===== config.mk =====
export PLATFORM = sky130hd
export DESIGN_NAME = isolde_imm_collector
export DESIGN_NICKNAME = d
export VERILOG_FILES = /design/src/rtl/isolde_decoder_pkg.sv /design/src/rtl/isolde_sat_counter.sv /design/src/rtl/isolde_imm_collector.sv
export SDC_FILE = /design/constraint.sdc
export NUM_CORES = 1
export LEC_CHECK = 0
export ABC_AREA = 0
export ABC_CLOCK_PERIOD_IN_PS = 2000
export BUFFER_PORTS_ARGS = -buffer_cell sky130_fd_sc_hd__buf_2
export CAP_MARGIN = 30
export CORE_UTILIZATION = 30
export DETAILED_ROUTE_END_ITERATION = 16
export GPL_TIMING_DRIVEN = 0
export PLACE_DENSITY_LB_ADDON = 0.25
export SLEW_MARGIN = 5
export SYNTH_ARGS = -nofsm -noshare
export SYNTH_HDL_FRONTEND = slang
export SYNTH_HIERARCHICAL = 1
export SYNTH_SLANG_ARGS = --single-unit
export TNS_END_PERCENT = 20

===== constraint.sdc =====
create_clock -name clk_i -period 2 [get_ports clk_i]
set_input_delay 0.4 -clock clk_i [delete_from_list [all_inputs] [get_ports clk_i]]
set_output_delay 0.4 -clock clk_i [all_outputs]
set_load 0.01 [all_outputs]

===== src/rtl/isolde_decoder_pkg.sv =====
// Shared decode constants and FSM state type for the custom-instruction immediate collector.
package isolde_decoder_pkg;

    typedef enum logic [1:0] {
        IDLE    = 2'd0,
        COLLECT = 2'd1,
        ISSUE   = 2'd2
    } state_e;

    localparam logic [6:0] OPC_CUSTOM0 = 7'h0B;
    localparam logic [6:0] OPC_CUSTOM1 = 7'h2B;
    localparam logic [2:0] FUNC3_RSVD  = 3'b111;

    function automatic logic is_custom_opc(input logic [6:0] opc);
        return (opc == OPC_CUSTOM0) || (opc == OPC_CUSTOM1);
    endfunction

endpackage


===== src/rtl/isolde_sat_counter.sv =====
// Purpose: saturating event counter, cleared only by reset.
// Latency: count visible the cycle after the increment edge.
// Backpressure: none; holds at all-ones once saturated.
module isolde_sat_counter #(
    parameter int WIDTH = 16
) (
    input  logic             clk_i,
    input  logic             rst_ni,
    input  logic             inc_i,
    output logic [WIDTH-1:0] cnt_o
);

    logic [WIDTH-1:0] cnt_q;

    always_ff @(posedge clk_i) begin
        if (!rst_ni) begin
            cnt_q <= '0;
        end else if (inc_i && (cnt_q != '1)) begin
            cnt_q <= cnt_q + 1'b1;
        end
    end

    assign cnt_o = cnt_q;

endmodule


===== src/rtl/isolde_imm_collector.sv =====
// Purpose: gathers a custom instruction plus its N 32-bit immediates into one decode bundle (ISOLDE_IMM_PERF_EN adds stall_cnt_o).
// Latency: dec_enable_o rises the cycle after the last word of a bundle is accepted.
// Backpressure: fetch_ready_o drops while a bundle waits in ISSUE for exec_ready_i.
module isolde_imm_collector
    import isolde_decoder_pkg::*;
#(
    parameter int IMM32_OPS = 4
) (
    input  logic                       clk_i,
    input  logic                       rst_ni,
    input  logic                       fetch_valid_i,
    input  logic [31:0]                fetch_word_i,
    output logic                       fetch_ready_o,
    input  logic                       flush_i,
    input  logic                       exec_ready_i,
    output logic                       dec_enable_o,
    output logic                       dec_illegal_o,
    output logic [31:0]                dec_instr_o,
    output logic [2:0]                 dec_func3_o,
    output logic [1:0]                 dec_funct2_o,
    output logic [IMM32_OPS-1:0][31:0] dec_imm32_o,
    output logic [IMM32_OPS-1:0]       dec_imm32_valid_o,
    output logic                       busy_o
`ifdef ISOLDE_IMM_PERF_EN
    ,
    output logic [15:0]                stall_cnt_o
`endif
);

    state_e                     state_q, state_d;
    logic [31:0]                instr_q;
    logic [1:0]                 n_q;
    logic [1:0]                 cnt_q;
    logic [IMM32_OPS-1:0][31:0] imm_q;
    logic [IMM32_OPS-1:0]       vld_q;
    logic                       illegal_q;

    logic       accept;
    logic [1:0] word_n;
    logic       word_illegal;
    logic       last_imm;

    assign accept       = fetch_valid_i && fetch_ready_o;
    assign word_n       = fetch_word_i[26:25];
    assign word_illegal = !is_custom_opc(fetch_word_i[6:0])
                       || (fetch_word_i[14:12] == FUNC3_RSVD)
                       || (int'(word_n) > IMM32_OPS);
    assign last_imm     = (cnt_q == (n_q - 2'd1));

    always_ff @(posedge clk_i) begin
        if (!rst_ni) begin
            state_q <= IDLE;
        end else begin
            state_q <= state_d;
        end
    end

    // Ready is gated by reset so fetch sees no acceptance while reset is held.
    always_comb begin
        state_d       = state_q;
        fetch_ready_o = 1'b0;
        dec_enable_o  = 1'b0;
        busy_o        = 1'b0;
        case (state_q)
            IDLE: begin
                fetch_ready_o = rst_ni;
                if (accept) begin
                    state_d = (word_illegal || (word_n == 2'd0)) ? ISSUE : COLLECT;
                end
            end
            COLLECT: begin
                fetch_ready_o = rst_ni;
                busy_o        = 1'b1;
                if (accept && last_imm) begin
                    state_d = ISSUE;
                end
            end
            ISSUE: begin
                dec_enable_o = 1'b1;
                busy_o       = 1'b1;
                if (exec_ready_i) begin
                    state_d = IDLE;
                end
            end
            default: state_d = IDLE;
        endcase
        if (flush_i) begin
            state_d = IDLE;
        end
    end

    always_ff @(posedge clk_i) begin
        if (!rst_ni) begin
            instr_q   <= '0;
            n_q       <= '0;
            cnt_q     <= '0;
            imm_q     <= '0;
            vld_q     <= '0;
            illegal_q <= 1'b0;
        end else if (flush_i) begin
            cnt_q     <= '0;
            imm_q     <= '0;
            vld_q     <= '0;
            illegal_q <= 1'b0;
        end else begin
            case (state_q)
                IDLE: begin
                    if (accept) begin
                        instr_q   <= fetch_word_i;
                        n_q       <= word_n;
                        cnt_q     <= '0;
                        illegal_q <= word_illegal;
                    end
                end
                COLLECT: begin
                    if (accept) begin
                        for (int i = 0; i < IMM32_OPS; i++) begin
                            if (int'(cnt_q) == i) begin
                                imm_q[i] <= fetch_word_i;
                                vld_q[i] <= 1'b1;
                            end
                        end
                        cnt_q <= cnt_q + 2'd1;
                    end
                end
                ISSUE: begin
                    if (exec_ready_i) begin
                        cnt_q     <= '0;
                        imm_q     <= '0;
                        vld_q     <= '0;
                        illegal_q <= 1'b0;
                    end
                end
                default: ;
            endcase
        end
    end

    assign dec_instr_o       = instr_q;
    assign dec_func3_o       = instr_q[14:12];
    assign dec_funct2_o      = instr_q[26:25];
    assign dec_imm32_o       = imm_q;
    assign dec_imm32_valid_o = vld_q;
    assign dec_illegal_o     = dec_enable_o && illegal_q;

`ifdef ISOLDE_IMM_PERF_EN
    isolde_sat_counter #(
        .WIDTH (16)
    ) u_stall_cnt (
        .clk_i  (clk_i),
        .rst_ni (rst_ni),
        .inc_i  ((state_q == ISSUE) && !exec_ready_i),
        .cnt_o  (stall_cnt_o)
    );
`endif

endmodule


==> results of run 1 <==
==> worst max-delay path: stages (launching register included) <==
cell,delay (ns)
dfxtp_2,0.36
inv_2,0.06
ha_4,0.16
clkbuf_16,0.19
and2_4,0.17
buf_6,0.11
==> final cells by class <==
type	count	area (um^2)
fill	2222	12410
sequential	169	3388
multi-input combinational	446	2915
timing repair buffer	216	1142
clock buffer	20	456.7
buffer	51	406.6
tap	275	344.1
clock inverter	12	140.1
inverter	4	15.01
==> cell usage after synthesis, types with 2 or more instances <==
| master | count | area share (%) |
|---|---|---|
| dfxtp_1 | 169 | 52 |
| nor2_1 | 136 | 7.8 |
| mux2i_1 | 131 | 20 |
| nand2_1 | 67 | 3.8 |
| nor2b_1 | 39 | 3.7 |
| a21boi_0 | 26 | 3.0 |
| clkbuf_1 | 26 | 1.5 |
| buf_4 | 18 | 2.1 |
| buf_2 | 9 | 0.69 |
| ha_1 | 8 | 1.5 |
| a21boi_1 | 7 | 0.80 |
| a211oi_1 | 4 | 0.46 |
| inv_1 | 4 | 0.23 |
| nor3_1 | 4 | 0.30 |
| nand3_1 | 3 | 0.23 |
| a21oi_1 | 2 | 0.15 |
| nand2b_1 | 2 | 0.19 |
| o21ai_0 | 2 | 0.15 |
==> state kept, by name, indices dropped and copies added (netlist names) <==
name,cells
state_q,2
cnt_q,2
illegal_q,1
dec_imm32_valid_o,4
dec_instr_o,32
dec_imm32_o,128
==> cell families (layout without fill, tap and decap cells) <==
logic type	Yosys count	count (layout)	synth area share (%)
buf+inv	57	303	4.458
flops	169	169	51.51
mux	131	131	19.97
simple gates	260	260	17.05
fa+ha+maj	8	8	1.524
xor+xnor	1	1	0.1334
compound gates	46	46	5.353
==> routing by layer <==
metal  up-vias  routed length [um]  track usage [%]  share of wire (%)
met2       149                9545            29.54                 47
li1       2667                   -                -                  -
met3        15                1218            4.360                6.0
met1      2451                9452            24.09                 46
met5         -                  26                0               0.13
met4         4                 197            5.455               0.96
==> worst min-delay path by stage <==
stage                                 from               to  slack [ns]  depth (start not counted)
after floorplan                  illegal_q        illegal_q        0.45                          2
after global placement     dec_instr_o[28]  dec_instr_o[28]        0.44                          2
after detailed placement   dec_instr_o[18]  dec_instr_o[18]        0.44                          2
after CTS                 fetch_word_i[29]  dec_instr_o[29]        0.20                          3
after global routing      fetch_word_i[29]  dec_instr_o[29]        0.22                          3
final                     fetch_word_i[11]  dec_instr_o[11]        0.22                          3
==> stage by stage <==
step	area (um^2)	utilization, %
2_1_floorplan	6568	-
3_3_place_gp	7953	37.48
3_5_place_dp	7953	37.48
4_1_cts	8716	41.07
5_1_grt	8808	41.51
6_report	8808	41.51
==> power by group <==
part	internal, mW	switching (mW)	total, mW	leakage [nW]
Combinational	0.228	0.346	0.574	2.03
Sequential	3.41	0.0251	3.43	1.37
Clock	1.92	1.44	3.37	0.284
==> cells in the final DEF, fill, tap and decap left out, types with 16 or more instances in the layout <==
| master | instances |
|---|---|
| clkbuf_16 | 20 |
| nand2_1 | 67 |
| nor2_1 | 136 |
| dfxtp_1 | 167 |
| buf_2 | 211 |
| mux2i_1 | 131 |
| clkbuf_1 | 22 |
| a21boi_0 | 26 |
| nor2b_1 | 39 |
| buf_4 | 16 |
==> what timing repair did <==
action | CTS | global route
buffers inserted | 6 | 0
pin swaps | 0 | 2
setup endpoints to repair | 123 | 154
cloned | 0 | 2
gates resized for setup | 32 | 23
==> impl_metrics.csv, run 1 <==
group,metric,value,unit
critical_path,critical_path.startpoint,"state_q[0]",
synthesis,ys_ff_latch,169,
power,p_leak,3.680,nW
clocking,clk_pin_slew_worst_paths,0.06,ns
floorplanning,die_x,150.0,um
floorplanning,placementRows,53,
placed_design,place_worst_setup_slack,-0.5435,ns
clocking,clk_latency,0.43,ns
final_layout,syn_to_final_growth,34.12,%
critical_path,crit_type,"reg2out",
critical_path,ff2ff_path_depth,9,
sta,setup_viol,0,
placed_design,gp_congestion,0.7681,
critical_path,crit_end,"dec_illegal_o",
drt,vias,5286,
synthesis,avgSynthCellArea,9.773,um^2
sta,slew_headroom,53.28,%
synthesis,synthFlopType,"dfxtp_1",
floorplanning,initial_core_util,30.95,%
synthesis,synth_cells,672,
clocking,h-tree-depth,4,
power,ir_drop,0.5422,mV
global_route,grt_start_max_net_pins,17,
synthesis,syn_nets,717,
floorplanning,core_area,21220,um^2
sta,period_needed,1.875,ns
critical_path,worst_setup_path_end_kind,"output port",
floorplanning,ios,210,
drt,ant_nets,0,
sta,fin_ws,0.1255,ns
critical_path,crit_path_start_kind,"flip-flop",
power,p_total,7.372,mW
status,outcome,"complete, no violations",
job,maxCapViolCount,0,
synthesis,synth_edf_count,0,
synthesis,yosysSeqAreaShare,51.51,%
critical_path,worst_ep_arrival_time,1.47,ns
global_route,grt_usage,18.31,%
clocking,numCtsBuffers,17,
global_route,grt_first_pass_wirelength,30360,um
placed_design,placed_cells,1155,
synthesis,yosys_warnings,6,
sta,tightest_slew,0.7008,ns
clocking,cts_tree,"yes",
floorplanning,die-area,22490,um^2
drt,first_pass_iters,5,
drt,drcViolationCount,0,
clocking,clk_path_buf_depth,2,
drt,viasPerCell,4.431,
clocking,cts_root_buf,"clkbuf_16",
global_route,antenna_found_initial,2,
final_layout,fin_cells,1193,
critical_path,path_max_fanout,19,
placed_design,place_hpwl,14640,um
sta,rsz0062_at_grt,"false",
placed_design,io_buffers,208,
critical_path,reg2reg_to,"dec_imm32_o[19]",
final_layout,drive_above_1_share,31.48,%
critical_path,r2r_setup_slack,0.13,ns
synthesis,synth_area,6568,um^2
synthesis,synthArstFlopShare,0,%
global_route,grt_pass1_vias,5020,
clocking,cts_sinks,169,
sta,hold_ws,0.2184,ns
sta,slew_violations,0,
critical_path,crit_required,1.60,ns
floorplanning,dieHeight,150.0,um
synthesis,ys_types,33,
sta,clock.fmax,533.5,MHz
sta,fin_worst_skew,0.007944,ns
sta,period_share,93.73,%
critical_path,rr_startpoint,"state_q[0]",
power,power_density,836.9,nW/um^2
global_route,grt_overflow,0,
drt,wl_per_cell,17.13,um
final_layout,antennaDiodeCount,0,
drt,wl,20440,um
hold_path,hold_class,"in2reg",
final_layout,final_nets,950,
clocking,hold_buffers,0,
drt,drt_iter0_drc,193,
sta,hold_viol_final,0,
sta,tns,0,ns
(Power assumes the default switching activity.)
==> run 2, diff against run 1 <==
--- a/config.mk
+++ b/config.mk
@@ -7,7 +7,7 @@
 export LEC_CHECK = 0
 export ABC_AREA = 0
 export ABC_CLOCK_PERIOD_IN_PS = 2000
-export BUFFER_PORTS_ARGS = -buffer_cell sky130_fd_sc_hd__buf_2
+export BUFFER_PORTS_ARGS = -buffer_cell sky130_fd_sc_hd__buf_4
 export CAP_MARGIN = 30
 export CORE_UTILIZATION = 30
 export DETAILED_ROUTE_END_ITERATION = 16
==> run 2 against run 1 <==
Hold slack improved by 0.020 ns. Maximum frequency decreased by 2.2%. Critical endpoint is now dec_imm32_o[84]. Die area unchanged. Cell area increased by 6.6%. Critical path depth increased by 4. Via count increased by 1.2%. Global-route usage about the same. Total power increased by 1.7%. Sequential cell count unchanged. Non-clock buffer count increased by 1. Register-to-register slack got worse by 0.04 ns.
==> impl_metrics.csv, run 2 (same netlist as run 1, synthesis figures left out) <==
group,metric,value,unit
drt,ant_nets,0,
drt,viasPerCell,4.480,
critical_path,r2r_setup_slack,0.08,ns
power,p_total,7.499,mW
critical_path,crit_type,"reg2reg",
sta,slew_headroom,54.71,%
final_layout,largest_reg_flops,128,
drt,drcViolationCount,0,
clocking,cts_tree,"yes",
sta,clock.fmax,521.9,MHz
floorplanning,dieHeight,150.0,um
sta,setup_viol,0,
global_route,grt_first_pass_wirelength,30420,um
floorplanning,placementRows,53,
critical_path,worst_setup_path_end_kind,"flip-flop",
clocking,cts_sinks,169,
drt,met2WireLength,9515,um
floorplanning,ios,210,
final_layout,layout_common_cells,"buf_4 (224), dfxtp_1 (167), nor2_1 (136)",
critical_path,reg2reg_to,"dec_imm32_o[84]",
placed_design,place_hpwl,14760,um
sta,period_needed,1.916,ns
drt,wl_met3,1210,um
sta,rsz0062_at_grt,"true",
clocking,clk_pin_slew_worst_paths,0.06,ns
critical_path,cp_slowest_cell,"dfxtp_2",
status,outcome,"complete, no violations",
critical_path,worst_ep_arrival_time,2.19,ns
global_route,antenna_found_initial,0,
floorplanning,core_area,21220,um^2
final_layout,drive_above_1_share,31.56,%
critical_path,cp_common_cell,"buf_4",
global_route,grt_overflow,0,
clocking,h-tree-depth,4,
critical_path,cp_num_cells,9,
critical_path,rr_startpoint,"state_q[1]",
floorplanning,die-area,22490,um^2
drt,wl_per_cell,17.06,um
placed_design,gp_congestion,0.7677,
clocking,hold_buffers,0,
critical_path,crit_path_start_kind,"flip-flop",
final_layout,postLayoutCoreUtil,44.25,%
clocking,clk_path_buf_depth,2,
sta,tightest_slew,0.6794,ns
floorplanning,initial_core_util,30.95,%
placed_design,io_buffers,208,
drt,first_pass_iters,4,
hold_path,hold_class,"in2reg",
drt,dr.max_layer_used,"met4",
sta,slew_violations,0,
placed_design,place_worst_setup_slack,-0.5306,ns
floorplanning,die_x,150.0,um
final_layout,final_nets,951,
drt,drt_iter0_drc,219,
power,p_leak,3.713,nW
power,power_density,798.6,nW/um^2
critical_path,cp_num_buf_inv,4,
clocking,clk_latency,0.42,ns
global_route,grt_usage,18.31,%
sta,tns,0,ns
critical_path,cp_cell_sequence,"buf_4 -> ha_4 -> buf_4 -> mux2i_2 -> nor3_1 -> buf_4 -> buf_8 -> mux2i_1 -> nor2_1",
clocking,numCtsBuffers,17,
critical_path,critical_path.startpoint,"state_q[1]",
critical_path,crit_end,"dec_imm32_o[84]",
final_layout,syn_to_final_growth,42.98,%
critical_path,path_max_fanout,10,
sta,hold_ws,0.2383,ns
global_route,grt_start_max_net_pins,17,
drt,vias,5349,
sta,period_share,95.80,%
global_route,grt_pass1_vias,5056,
job,maxCapViolCount,0,
drt,drt-met1-wl,9421,um
critical_path,crit_required,2.28,ns
clocking,cts_root_buf,"clkbuf_16",
sta,fin_ws,0.08399,ns
drt,wl,20380,um
critical_path,critPathMaxStageDelay,0.33,ns
critical_path,ff2ff_path_depth,9,
final_layout,final_common_cell,"buf_4",
sta,hold_viol_final,0,
final_layout,antennaDiodeCount,0,
sta,fin_worst_skew,0.008012,ns
power,ir_drop,0.4882,mV
critical_path,path_delay_family,"buffers and inverters",
==> run 2: cell type report <==
| type | count | area (um^2) |
|---|---|---|
| fill | 2135 | 11830 |
| sequential | 169 | 3388 |
| multi-input combinational | 446 | 2928 |
| timing repair buffer | 217 | 1668 |
| clock buffer | 20 | 456.7 |
| buffer | 51 | 427.9 |
| tap | 275 | 344.1 |
| clock inverter | 12 | 162.7 |
| inverter | 4 | 15.01 |
==> run 2: per-stage QoR <==
stage	instances	cell area (um^2)
floorplan	672	6568
global placement	1155	8473
finish	1194	9390
CTS	1192	9250
global route	1194	9390
detailed placement	1155	8473
==> run 2: worst min-delay path by stage <==
stage | slack [ns] | end | start | cells past startpoint
6_report | 0.24 | dec_instr_o[19] | fetch_word_i[19] | 3
2_1_floorplan | 0.45 | illegal_q | illegal_q | 2
5_1_grt | 0.22 | dec_instr_o[19] | fetch_word_i[19] | 3
4_1_cts | 0.21 | dec_instr_o[18] | fetch_word_i[18] | 3
3_3_place_gp | 0.44 | dec_instr_o[28] | dec_instr_o[28] | 2
3_5_place_dp | 0.45 | dec_instr_o[27] | dec_instr_o[27] | 2
==> run 2: tightest hold or removal path: stages <==
cell and delay (ns):
buf_4 0.11, nand2_1 0.05, a21boi_1 0.05
==> run 2: what timing repair did <==
item                       4_1_cts  5_1_grt
resized for setup               30       30
pin swaps                        0        2
setup endpoints to repair      129      152
cloned                           0        2
setup buffers                    6        1
==> run 2: routing by layer <==
layer | track usage [%] | vias up
met3 | 5.427 | 13
met5 | 0 | -
met1 | 24.18 | 2503
met4 | 4.848 | 0
li1 | - | 2685
met2 | 28.91 | 148
==> run 2: report_power, final <==
| group | leakage (nW) | internal (mW) | switching (mW) |
|---|---|---|---|
| clock | 0.286 | 2.05 | 1.40 |
| sequential | 1.37 | 3.41 | 0.0266 |
| combinational | 2.06 | 0.275 | 0.344 |
